<file path="src/rtl/aibcr3aux_por_seq.sv">
// AIB aux-channel power-on / link-up sequencer: synchronises dn_por and crdet, then
// releases IO enable and adapter reset in order. Optional WAIT_REM timeout: AIBCR3AUX_POR_TIMEOUT_EN.
module aibcr3aux_por_seq #(
  parameter int SYNC_STAGES = 2,
  parameter int CNT_W       = 8,
  parameter int DBNC_CYC    = 16,
  parameter int REL_DLY     = 8,
  parameter int TIMEOUT_CYC = 1024
) (
  input  logic       clk_i,
  input  logic       rst_i,
  input  logic       dn_por_async_i,
  input  logic       crdet_async_i,
  input  logic       local_por_done_i,
  input  logic       cfg_done_i,
  output logic       io_en_o,
  output logic       adapter_rst_o,
  output logic       por_ready_o,
  output logic [2:0] seq_state_o
`ifdef AIBCR3AUX_POR_TIMEOUT_EN
  ,
  output logic       por_timeout_o
`endif
);

  typedef enum logic [2:0] {
    ST_IDLE      = 3'd0,
    ST_DETECT    = 3'd1,
    ST_DEBOUNCE  = 3'd2,
    ST_WAIT_REM  = 3'd3,
    ST_IO_EN     = 3'd4,
    ST_ADAPT_REL = 3'd5,
    ST_ACTIVE    = 3'd6,
    ST_FAULT     = 3'd7
  } state_e;

  localparam logic [CNT_W-1:0] CNT_MAX   = {CNT_W{1'b1}};
  localparam logic [CNT_W-1:0] DBNC_LAST = CNT_W'(DBNC_CYC - 1);
  localparam logic [CNT_W-1:0] REL_LAST  = CNT_W'(REL_DLY - 1);

  logic [SYNC_STAGES-1:0] dn_sync_q;
  logic [SYNC_STAGES-1:0] cr_sync_q;
  logic                   dn_por_s;
  logic                   crdet_s;
  state_e                 state_q, state_d;
  logic [CNT_W-1:0]       cnt_q, cnt_d;
  logic                   cnt_inc_s;
  logic                   abort_s;
  logic                   in_link_s;
  logic                   in_up_s;
  logic                   io_en_q, adapter_rst_q, por_ready_q;

  // Pad synchronisers; reset to "remote in reset, no partner"
  always_ff @(posedge clk_i) begin
    if (rst_i) begin
      dn_sync_q <= {SYNC_STAGES{1'b1}};
      cr_sync_q <= {SYNC_STAGES{1'b0}};
    end else begin
      dn_sync_q <= {dn_sync_q[SYNC_STAGES-2:0], dn_por_async_i};
      cr_sync_q <= {cr_sync_q[SYNC_STAGES-2:0], crdet_async_i};
    end
  end

  assign dn_por_s  = dn_sync_q[SYNC_STAGES-1];
  assign crdet_s   = cr_sync_q[SYNC_STAGES-1];
  assign in_link_s = (state_q inside {ST_WAIT_REM, ST_IO_EN, ST_ADAPT_REL, ST_ACTIVE});
  assign in_up_s   = (state_q inside {ST_IO_EN, ST_ADAPT_REL, ST_ACTIVE});
  assign abort_s   = (state_q != ST_IDLE) && (state_q != ST_FAULT) &&
                     (!local_por_done_i || (in_link_s && !crdet_s) || (in_up_s && dn_por_s));

`ifdef AIBCR3AUX_POR_TIMEOUT_EN
  localparam logic [15:0] TMO_LAST = 16'(TIMEOUT_CYC - 1);
  logic [15:0] tmo_q, tmo_d;
  logic        por_timeout_q;
`endif

  // Next-state, delay counter and timeout counter
  always_comb begin
    state_d   = state_q;
    cnt_d     = cnt_q;
    cnt_inc_s = 1'b0;
    case (state_q)
      ST_IDLE: begin
        if (local_por_done_i && cfg_done_i) state_d = ST_DETECT;
        else                                state_d = ST_IDLE;
      end
      ST_DETECT: begin
        if (crdet_s) state_d = ST_DEBOUNCE;
        else         state_d = ST_DETECT;
      end
      ST_DEBOUNCE: begin
        if (!crdet_s)                 state_d = ST_DETECT;
        else if (cnt_q == DBNC_LAST)  state_d = ST_WAIT_REM;
        else                          cnt_inc_s = 1'b1;
      end
      ST_WAIT_REM: begin
        if (!dn_por_s)               state_d = ST_IO_EN;
`ifdef AIBCR3AUX_POR_TIMEOUT_EN
        else if (tmo_q == TMO_LAST)  state_d = ST_FAULT;
`endif
        else                         state_d = ST_WAIT_REM;
      end
      ST_IO_EN: begin
        if (cnt_q == REL_LAST) state_d = ST_ADAPT_REL;
        else                   cnt_inc_s = 1'b1;
      end
      ST_ADAPT_REL: state_d = ST_ACTIVE;
      ST_ACTIVE:    state_d = ST_ACTIVE;
      ST_FAULT:     state_d = ST_FAULT;
      default:      state_d = ST_IDLE;
    endcase

    // Aborts outrank every normal advance taken above
    if (abort_s) state_d = ST_IDLE;
    else         state_d = state_d;

    if (state_d != state_q)                   cnt_d = {CNT_W{1'b0}};
    else if (cnt_inc_s && (cnt_q != CNT_MAX)) cnt_d = cnt_q + CNT_W'(1);
    else                                      cnt_d = cnt_q;

`ifdef AIBCR3AUX_POR_TIMEOUT_EN
    if ((state_q == ST_WAIT_REM) && (state_d == ST_WAIT_REM)) tmo_d = tmo_q + 16'd1;
    else                                                      tmo_d = 16'd0;
`endif
  end

  // State, counters and outputs; outputs decode next_state so they move with seq_state
  always_ff @(posedge clk_i) begin
    if (rst_i) begin
      state_q       <= ST_IDLE;
      cnt_q         <= {CNT_W{1'b0}};
      io_en_q       <= 1'b0;
      adapter_rst_q <= 1'b1;
      por_ready_q   <= 1'b0;
`ifdef AIBCR3AUX_POR_TIMEOUT_EN
      tmo_q         <= 16'd0;
      por_timeout_q <= 1'b0;
`endif
    end else begin
      state_q       <= state_d;
      cnt_q         <= cnt_d;
      io_en_q       <= (state_d inside {ST_IO_EN, ST_ADAPT_REL, ST_ACTIVE});
      adapter_rst_q <= !(state_d inside {ST_ADAPT_REL, ST_ACTIVE});
      por_ready_q   <= (state_d == ST_ACTIVE);
`ifdef AIBCR3AUX_POR_TIMEOUT_EN
      tmo_q         <= tmo_d;
      por_timeout_q <= por_timeout_q | (state_d == ST_FAULT);
`endif
    end
  end

  assign io_en_o       = io_en_q;
  assign adapter_rst_o = adapter_rst_q;
  assign por_ready_o   = por_ready_q;
  assign seq_state_o   = state_q;
`ifdef AIBCR3AUX_POR_TIMEOUT_EN
  assign por_timeout_o = por_timeout_q;
`endif

endmodule
</file>
<file path="config.mk">
export PLATFORM = sky130hd
export DESIGN_NAME = aibcr3aux_por_seq
export DESIGN_NICKNAME = d
export VERILOG_FILES = /design/src/rtl/aibcr3aux_por_seq.sv
export SDC_FILE = /design/constraint.sdc
export NUM_CORES = 1
export LEC_CHECK = 0
export ABC_AREA = 1
export BUFFER_PORTS_ARGS = -buffer_cell sky130_fd_sc_hd__buf_4
export CORE_MARGIN = 2
export CORE_UTILIZATION = 40
export CTS_BUF_LIST = sky130_fd_sc_hd__clkbuf_16
export CTS_CLUSTER_SIZE = 20
export DETAILED_ROUTE_END_ITERATION = 16
export SLEW_MARGIN = 20
export SYNTH_ARGS = -nofsm -noshare
export SYNTH_HDL_FRONTEND = slang
export SYNTH_SLANG_ARGS = --single-unit
</file>
<file path="constraint.sdc">
create_clock -name clk_i -period 2.2 [get_ports clk_i]
set_input_delay 0.22 -clock clk_i [delete_from_list [all_inputs] [get_ports clk_i]]
set_output_delay 0.22 -clock clk_i [all_outputs]
set_load 0.02 [all_outputs]
</file>
==> impl_metrics.py <==
metrics = {
    "run_status": {
        "status": "completed",
    },
    "timing": {
        "timing.final.crit_share_pct": 77.7,
        "finClkSkew_ns": 0.00133,
        "slew_headroom_pct": 74.9,
        "worst_slew_pin_slew_ns": 0.377,
        "setup_viol": 0,
        "final.setup.tns_ns": 0,
        "finalHoldViolations": 0,
        "finalMaxSlewViolations": 0,
        "hold_ws_ns": 0.157,
        "min_period_ns": 1.71,
        "fmax_mhz": 585,
        "rsz0062_at_grt": "false",
    },
    "power_and_ir_drop": {
        "power_density_mw_per_mm2": 618,
        "ir_drop_mv": 0.517,
        "p_seq_share_pct": 44.5,
        "p_switching_w": 0.000160,
        "p_int_w": 0.000599,
        "pwr-share-comb_pct": 8.8,
        "swShare_pct": 21.1,
        "p_leak_nw": 0.569,
        "pwr-share-clk_pct": 46.7,
    },
    "finish": {
        "layout-drive-gt1-share_pct": 20.5,
        "final_area_mm2": 0.00123,
        "nFillCells": 264,
        "syn_to_final_growth_pct": 18.5,
        "fin_nets": 174,
        "stdcell_count": 196,
        "antennaDiodeCount": 0,
    },
    "detailed_routing": {
        "routedWlPerCell_um": 10.5,
        "via_per_inst": 4.67,
        "antenna_left": 0,
        "firstDrtPassIters": 4,
        "drc": 0,
        "drt_wl_total_um": 2050,
        "vias": 915,
        "drtIter0Drc": 14,
    },
    "worst_hold_path": {
        "min_path_cells": 2,
        "min_delay_worst_endpoint": "dn_sync_q[0]$_SDFF_PP1_",
        "worstHoldStart": "dn_por_async_i",
        "worstHoldPathType": "in -> reg",
    },
    "synth": {
        "syn-num-nets": 159,
        "synth_area_mm2": 0.00104,
        "ys_ff_latch": 18,
        "yosysUniqueCellTypes": 27,
        "yosys_warnings": 0,
        "syn_area_per_cell_um2": 6.82,
        "synthCells": 152,
        "ys_seq_area_share_pct": 34.7,
    },
    "global_route": {
        "grt_max_degree": 11,
        "overflow": 0,
        "grt_pass1_wl_um": 3390,
        "antenna_found_initial": 0,
        "track_usage_pct": 15.8,
        "grt_pass1_vias": 769,
    },
    "die": {
        "ioPinCount": 12,
        "die_h_um": 54.9,
        "initial_core_util_pct": 41.9,
        "row_count": 18,
        "fp.dieW_um": 54.9,
        "dieArea_mm2": 0.00302,
        "core_mm2": 0.00248,
    },
    "critical_path": {
        "crit_fanout": 9,
        "r2r-end": "cnt_q[0]$_SDFFE_PP0P_",
        "crit_required_ns": 2.34,
        "critPathKind": "reg -> reg",
        "ff2ff_setup_slack_ns": 0.49,
        "endpoint_kind": "register",
        "cp_common_cell": "nand2_1",
        "crit_arrival_ns": 1.85,
        "slowest_delay_ns": 0.32,
        "reg2reg_from": "cnt_q[0]$_SDFFE_PP0P_",
        "startpoint_type": "register",
        "worst_r2r_path_depth": 11,
        "cp_slowest_cell": "dfxtp_1",
        "crit_chain": "ha_1, nand2_1, inv_2, nand2_1, o21ai_1, o22ai_2, nand2_2, nand2_1, nand2_1, inv_1, nor2_2",
    },
    "clock_network": {
        "cts_tree": "done",
        "cts_sinks": 18,
        "clockBufferDepth": 2,
        "htreeDepth": 1,
        "cts_setup_buffers": 0,
        "cts_hold_buf": 0,
        "numCtsBuffers": 3,
        "worstSkewPairLatency_ns": 0.25,
        "clockRootBuffer": "clkbuf_16",
        "clk_pin_slew_ns": 0.05,
        "ctsResizeCount": 0,
    },
    "place": {
        "io_buffers": 11,
        "dp_cells": 192,
        "routabilityCongestion": 0.859,
        "dpl.hpwl_um": 1570,
        "placed_area_mm2": 0.00115,
    },
    "run": {
        "drv_cap": 0,
    },
}
[critical path: cells and delay by family, from the launching register on]
kind,cells,cell delay [ns]
AO/OA/AOI/OAI,2,0.40
adder cells (fa/ha/maj),1,0.23
AND/OR/NAND/NOR,6,0.54
buffers and inverters,2,0.12
flip-flops,1,0.32
[kinds of logic (layout without fill, tap and decap cells)]
kind of cell	after synthesis	after routing	share of synthesized area, %
simple gates	89	89	41.7
flops	18	18	34.7
compound gates	10	10	6.76
xor+xnor	6	6	5.07
buf+inv	28	42	10.5
fa+ha+maj	1	1	1.21
[state kept, by name, indices dropped and copies added (netlist names)]
name           count
seq_state_o        3
adapter_rst_o      1
dn_sync_q          2
cr_sync_q          2
cnt_q              8
io_en_o            1
por_ready_o        1
[power groups by stage]
| stage | combinational (W) | sequential, W | clock (W) |
|---|---|---|---|
| finish | 0.0000667 | 0.000337 | 0.000355 |
| global route | 0.0000748 | 0.000337 | 0.000380 |
| CTS | 0.0000679 | 0.000337 | 0.000364 |
| detailed placement | 0.0000674 | 0.000344 | 0 |
| global placement | 0.0000675 | 0.000344 | 0 |
| floorplan | 0.0000463 | 0.000345 | 0 |
[synthesized netlist by cell type]
cell      instances  area, µm²
a211oi_1          1       7.51
a21oi_1           2       10.0
a21oi_2           1       8.76
buf_4             1       7.51
dfxtp_1          18        360
ha_1              1       12.5
inv_1            25       93.8
inv_2             2       7.51
nand2_1          34        128
nand2_2           6       37.5
nand2_4           2       22.5
nand3_1          19       95.1
nand3_2           1       10.0
nand3_4           1       17.5
nand4_1           2       12.5
nor2_1           17       63.8
nor2_2            2       12.5
nor2_4            1       11.3
nor3_1            2       10.0
o211ai_1          1       7.51
o21ai_0           2       10.0
o21ai_1           1       5.00
o21ai_2           1       8.76
o22ai_2           1       12.5
or2_2             2       12.5
xnor2_1           1       8.76
xor2_1            5       43.8
[metal layers]
layer	vias to the layer above	part of all wire (%)	global-route usage, %
li1	502	-	-
met1	398	53	24.0
met2	11	44	22.2
met3	4	2.0	1.61
met4	0	1.4	7.32
met5	-	0	0
[cells in the final DEF (no fill, tap or decap)]
master	instances
a211oi_1	1
a21oi_1	2
a21oi_2	1
buf_4	11
clkbuf_16	3
clkinv_1	1
dfxtp_1	18
ha_1	1
inv_1	25
inv_2	2
nand2_1	34
nand2_2	6
nand2_4	2
nand3_1	19
nand3_2	1
nand3_4	1
nand4_1	2
nor2_1	17
nor2_2	2
nor2_4	1
nor3_1	2
o211ai_1	1
o21ai_0	2
o21ai_1	1
o21ai_2	1
o22ai_2	1
or2_2	2
xnor2_1	1
xor2_1	5
[metrics by stage]
step / power [W] / util, % / worst slack (ns)
after detailed placement: 0.000412 / 46.4 / 0.496
after global routing: 0.000792 / 49.6 / 0.292
after floorplan: 0.000391 / - / 0.609
after global placement: 0.000411 / 46.4 / 0.500
after CTS: 0.000769 / 49.6 / 0.490
final: 0.000759 / 49.6 / 0.490
[worst max path at each step]
stage	start	end	slack [ns]
2_1_floorplan	seq_state_o[0]$_SDFF_PP0_	cnt_q[1]$_SDFFE_PP0P_	0.61
3_3_place_gp	cnt_q[0]$_SDFFE_PP0P_	cnt_q[0]$_SDFFE_PP0P_	0.50
3_5_place_dp	cnt_q[0]$_SDFFE_PP0P_	cnt_q[0]$_SDFFE_PP0P_	0.50
4_1_cts	cnt_q[0]$_SDFFE_PP0P_	cnt_q[0]$_SDFFE_PP0P_	0.49
5_1_grt	seq_state_o[2]$_SDFF_PP0_	adapter_rst_o$_SDFF_PP1_	0.29
6_report	cnt_q[0]$_SDFFE_PP0P_	cnt_q[0]$_SDFFE_PP0P_	0.49
[final cells by class]
cell class                 instances  area (µm²)  area share (%)
multi-input combinational        106         568            46.2
tap                               30        37.5            3.05
clock inverter                     1        3.75           0.305
inverter                          27         101            8.25
timing repair buffer              11        82.6            6.72
sequential                        18         360            29.3
clock buffer                       3        75.1            6.11
Power figures use the tool's default switching activity.
